**config.mk**
```make
export PLATFORM = sky130hd
export DESIGN_NAME = keypad_scan_ctrl
export DESIGN_NICKNAME = d
export VERILOG_FILES = /design/src/rtl/keypad_scan_ctrl.sv
export SDC_FILE = /design/constraint.sdc
export NUM_CORES = 1
export LEC_CHECK = 0
export BUFFER_PORTS_ARGS = -buffer_cell sky130_fd_sc_hd__buf_2
export CAP_MARGIN = 20
export CORE_MARGIN = 5
export CORE_UTILIZATION = 50
export CTS_CLUSTER_SIZE = 14
export DETAILED_ROUTE_END_ITERATION = 10
export PLACE_DENSITY_LB_ADDON = 0.08
export SLEW_MARGIN = 20
export SYNTH_ARGS = -nofsm -noshare
export SYNTH_HDL_FRONTEND = slang
export SYNTH_SLANG_ARGS = --single-unit
export TNS_END_PERCENT = 20
```
**constraint.sdc**
```tcl
create_clock -name clk -period 1.9 [get_ports clk]
set_input_delay 0.19 -clock clk [delete_from_list [all_inputs] [get_ports clk]]
set_output_delay 0.19 -clock clk [all_outputs]
set_load 0.005 [all_outputs]
```
**src/rtl/keypad_scan_ctrl.sv**
```systemverilog
// 4x4 matrix keypad scanner: one-hot column drive, 2-FF row synchroniser,
// press/release debounce and a single-cycle key_valid pulse per accepted key.
module keypad_scan_ctrl #(
  parameter int unsigned SCAN_DIV     = 4,
  parameter int unsigned DEBOUNCE_CYC = 8
) (
  input  logic       clk,
  input  logic       rst,
  input  logic [3:0] row_in,
  output logic [3:0] col_out,
  output logic [3:0] key_code,
  output logic       key_valid,
  output logic       key_held
);

  localparam int unsigned MAX_CYC = (SCAN_DIV > DEBOUNCE_CYC) ? SCAN_DIV : DEBOUNCE_CYC;
  localparam int unsigned CNT_W   = $clog2(MAX_CYC);

  localparam logic [CNT_W-1:0] SCAN_LAST = CNT_W'(SCAN_DIV - 1);
  localparam logic [CNT_W-1:0] DEB_LAST  = CNT_W'(DEBOUNCE_CYC - 1);
  localparam logic [CNT_W-1:0] CNT_ONE   = CNT_W'(1);

  typedef enum logic [1:0] {
    StScan,
    StDebounce,
    StHeld
  } state_e;

  state_e           state_q;
  logic [3:0]       sync1_q;
  logic [3:0]       sync2_q;
  logic [3:0]       rows_s;
  logic [3:0]       pat_q;
  logic [3:0]       col_rot;
  logic [CNT_W-1:0] div_cnt_q;
  logic [CNT_W-1:0] deb_cnt_q;
  logic [CNT_W-1:0] rel_cnt_q;

  // Row lines are asynchronous to clk; only the second stage is ever looked at.
  always_ff @(posedge clk or posedge rst) begin
    if (rst) begin
      sync1_q <= 4'b0000;
      sync2_q <= 4'b0000;
    end else begin
      sync1_q <= row_in;
      sync2_q <= sync1_q;
    end
  end

  assign rows_s  = sync2_q;
  assign col_rot = {col_out[2:0], col_out[3]};

  // Lowest active row wins when several rows are pressed together.
  function automatic logic [1:0] low_row(input logic [3:0] pat);
    logic [1:0] idx;
    if (pat[0])      idx = 2'd0;
    else if (pat[1]) idx = 2'd1;
    else if (pat[2]) idx = 2'd2;
    else             idx = 2'd3;
    return idx;
  endfunction

  function automatic logic [1:0] col_idx(input logic [3:0] col);
    logic [1:0] idx;
    if (col[0])      idx = 2'd0;
    else if (col[1]) idx = 2'd1;
    else if (col[2]) idx = 2'd2;
    else             idx = 2'd3;
    return idx;
  endfunction

  always_ff @(posedge clk or posedge rst) begin
    if (rst) begin
      state_q   <= StScan;
      col_out   <= 4'b0001;
      pat_q     <= 4'b0000;
      div_cnt_q <= '0;
      deb_cnt_q <= '0;
      rel_cnt_q <= '0;
      key_code  <= 4'b0000;
      key_valid <= 1'b0;
      key_held  <= 1'b0;
    end else begin
      key_valid <= 1'b0;
      unique case (state_q)
        StScan: begin
          if (div_cnt_q == SCAN_LAST) begin
            if (rows_s != 4'b0000) begin
              pat_q     <= rows_s;
              deb_cnt_q <= '0;
              state_q   <= StDebounce;
            end else begin
              col_out   <= col_rot;
              div_cnt_q <= '0;
            end
          end else begin
            div_cnt_q <= div_cnt_q + CNT_ONE;
          end
        end
        StDebounce: begin
          if (rows_s == pat_q) begin
            if (deb_cnt_q == DEB_LAST) begin
              state_q   <= StHeld;
              key_code  <= {low_row(pat_q), col_idx(col_out)};
              key_valid <= 1'b1;
              key_held  <= 1'b1;
              rel_cnt_q <= '0;
            end else begin
              deb_cnt_q <= deb_cnt_q + CNT_ONE;
            end
          end else begin
            // Bounce or pattern change: abandon this key and move on.
            state_q   <= StScan;
            col_out   <= col_rot;
            div_cnt_q <= '0;
          end
        end
        StHeld: begin
          if (rows_s != 4'b0000) begin
            rel_cnt_q <= '0;
          end else if (rel_cnt_q == DEB_LAST) begin
            key_held  <= 1'b0;
            state_q   <= StScan;
            col_out   <= col_rot;
            div_cnt_q <= '0;
          end else begin
            rel_cnt_q <= rel_cnt_q + CNT_ONE;
          end
        end
        default: begin
          state_q   <= StScan;
          col_out   <= 4'b0001;
          div_cnt_q <= '0;
        end
      endcase
    end
  end

endmodule

```
==> results.sh <==
export IMPL_top_usage_layer="met2"
export IMPL_wl_um=2628
export IMPL_io_buffer_count=15
export IMPL_hp_class="flop to flop"
export IMPL_critPathArrivalTime_ns=1.95
export IMPL_worst_slew_pin_slew_ns=0.4216
export IMPL_htree_levels=2
export IMPL_cp_cell_sequence="ha_1, or3b_2, a21oi_4, mux2i_1, o22ai_1"
export IMPL_cts_setup_buffers=0
export IMPL_core_um2=2978
export IMPL_start_util_pct=50.92
export IMPL_fp_dieH_um=65.07
export IMPL_final_period_utilization_pct=92.16
export IMPL_crit_slowest_cell="or3b_2"
export IMPL_use_met1_pct=16.98
export IMPL_yosys_cell_count_top_type="dfrtp_1"
export IMPL_clk_pin_slew_worst_paths_ns=0.10
export IMPL_gp_congestion=0.7710
export IMPL_timing_hold_violations_final=0
export IMPL_finalSetupTns_ns=0
export IMPL_start_kind="flop"
export IMPL_cp_required_ns=2.10
export IMPL_synthTopCellsByCount="32 x dfrtp_1, 11 x mux2i_1, 9 x inv_1"
export IMPL_drc=0
export IMPL_avgViaCountPerCell=5.466
export IMPL_async_flop_share_pct=100.0
export IMPL_critPathMaxStageDelay_ns=0.50
export IMPL_cts_buffer_depth=2
export IMPL_reg2reg_depth=5
export IMPL_synth_top_area_share_pct=52.81
export IMPL_grt_pass1_vias=1039
export IMPL_synth_edf_count=0
export IMPL_insertion_delay_ns=0.33
export IMPL_setup_violations=0
export IMPL_hold_path_depth=0
export IMPL_vdd_drop_max_uv=632.2
export IMPL_yosysTopAreaCell="dfrtp_1"
export IMPL_maxSlewHeadroom_pct=71.63
export IMPL_synth_ff_latch_count=33
export IMPL_finClkSkew_ns=0.01218
export IMPL_fmax_ghz=0.5711
export IMPL_std_cell_rows=20
export IMPL_preCtsSetupSlack_ns=0.08195
export IMPL_p_per_area_nw_per_um2=1133
export IMPL_overflow=0
export IMPL_grt_max_degree=34
export IMPL_drt_first_pass_iters=4
export IMPL_synth_area_um2=1516
export IMPL_drt_initial_drc_count=18
export IMPL_cp_max_fo=4
export IMPL_final_max_slew_viol_count=0
export IMPL_cts_tree="built"
export IMPL_num_fill_cells=251
export IMPL_avgSynthCellArea_um2=12.04
export IMPL_worst_setup_path_type="flop to flop"
export IMPL_diodes=0
export IMPL_drive_gt1_share_pct=26.28
export IMPL_max_cap_violations=0
export IMPL_grt_use_total_pct=14.93
export IMPL_cts_inserted_buffers=5
export IMPL_ys_top_cells_by_area="dfrtp_1 53%, mux2i_1 7.3%, ha_1 4.1%"
export IMPL_num_vias=1033
export IMPL_netlist_instances=126
export IMPL_area_delta_synth_final_pct=18.15
export IMPL_finalCriticalPeriod_ns=1.751
export IMPL_hpwl_um=1942
export IMPL_status="finished, final reports clean"
export IMPL_p_leak_nw=0.8587
export IMPL_ys_flop_type="dfrtp_1"
export IMPL_nNetsFinal=167
export IMPL_dieArea_um2=4234
export IMPL_rsz0062_at_grt="no"
export IMPL_grt_antenna_before_repair=0
export IMPL_clock_sinks=33
export IMPL_grt_pass1_wl_um=4747
export IMPL_ant_nets=0
export IMPL_setup_slack_ns=0.1490
export IMPL_grt_use_met3_pct=5.893
export IMPL_pin_count=16
export IMPL_wire_per_inst_um=13.90
export IMPL_clockRootBuffer="clkbuf_4"
export IMPL_netlist_cell_type_count=33
export IMPL_synth_nets=137
export IMPL_yosys_warnings=0
export IMPL_dieWidth_um=65.07
export IMPL_met2_usage_pct=26.05
export IMPL_end_kind="flop"
export IMPL_seq_area_frac_synth_pct=54.54
==> worst paths after layout <==
check | startpoint | endpoint | slack, ns
worst min-delay path | sync1_q[1] | rows_s[1] | 0.36
worst min register to register | sync1_q[1] | rows_s[1] | 0.36
worst max register to register | div_cnt_q[1] | col_out[1] | 0.15
min in group asynchronous | rst | div_cnt_q[1] | 0.43
max in group asynchronous | rst | col_out[0] | 1.23
worst max-delay path | div_cnt_q[1] | col_out[1] | 0.15
==> through the flow <==
step | std cells | hold slack, ns | cell area, um^2 | power [mW] | utilization [%]
3_3_place_gp | 177 | 0.2390 | 1675 | 1.637 | 56.26
3_5_place_dp | 177 | 0.2436 | 1675 | 1.658 | 56.26
6_report | 189 | 0.3612 | 1792 | 2.031 | 60.17
2_1_floorplan | 126 | 0.2214 | 1516 | 1.462 | -
4_1_cts | 189 | 0.3674 | 1780 | 2.063 | 59.79
5_1_grt | 189 | 0.3811 | 1792 | 2.209 | 60.17
==> sequential cells by signal, indices dropped and copies added (netlist names) <==
name / flops
col_out: 4
deb_cnt_q: 3
div_cnt_q: 3
key_code: 4
key_held: 1
key_valid: 1
pat_q: 4
rel_cnt_q: 3
rows_s: 4
state_q: 2
sync1_q: 4
==> layer usage <==
metal | routed length, um | vias up
met5 | 0 | -
met4 | 7 | 0
met3 | 131 | 2
met2 | 1354 | 21
met1 | 1135 | 503
li1 | - | 507
==> layout make-up <==
| cell class | instances | area [um^2] | share of cell area (%) |
|---|---|---|---|
| clock buffers | 7 | 55.05 | 3.073 |
| multi-input cells | 81 | 650.6 | 36.31 |
| inverters | 10 | 42.54 | 2.374 |
| well taps | 33 | 41.29 | 2.304 |
| repair buffers | 25 | 175.2 | 9.777 |
| flip-flops and latches | 33 | 827.0 | 46.16 |
==> power by group <==
part	total, mW	switching, mW	internal, mW
sequential	1.00	0.156	0.848
clock	0.386	0.212	0.174
combinational	0.641	0.318	0.323
==> worst max-delay path: cells and delay by family, from the launching register on <==
kind                     cells  cell delay [ns]
AND/OR/NAND/NOR              1             0.50
AO/OA/AOI/OAI                2             0.34
flip-flops                   1             0.37
multiplexers                 1             0.21
adder cells (fa/ha/maj)      1             0.21
==> what timing repair did <==
action | 4_1_cts | 5_1_grt
hold buffers | 5 | 0
endpoints found under the hold margin | 36 | 0
resized for setup | 0 | 2
setup endpoints to repair | 0 | 3
==> layout by cell type, fill, tap and decap left out, types with 4 or more instances in the layout <==
cell,Yosys,final
clkbuf_4,0,5
dfrtp_1,32,32
xor2_1,4,4
o21ai_0,6,6
mux2_4,4,4
ha_1,5,5
nand2_1,8,8
dlygate4sd3_1,0,5
buf_4,0,4
buf_2,0,15
inv_1,9,9
mux2_2,4,4
nor2_1,7,7
mux2i_1,11,11
==> logic make-up after synthesis <==
logic type      after synthesis  share of synthesized area, %
xor+xnor                      4                         2.310
fa+ha+maj                     5                         4.125
compound gates               21                         9.159
flops                        33                         54.54
simple gates                 32                         12.38
mux                          19                         14.19
buf+inv                      12                         3.300
No activity file was read; power rests on OpenSTA's default activity.
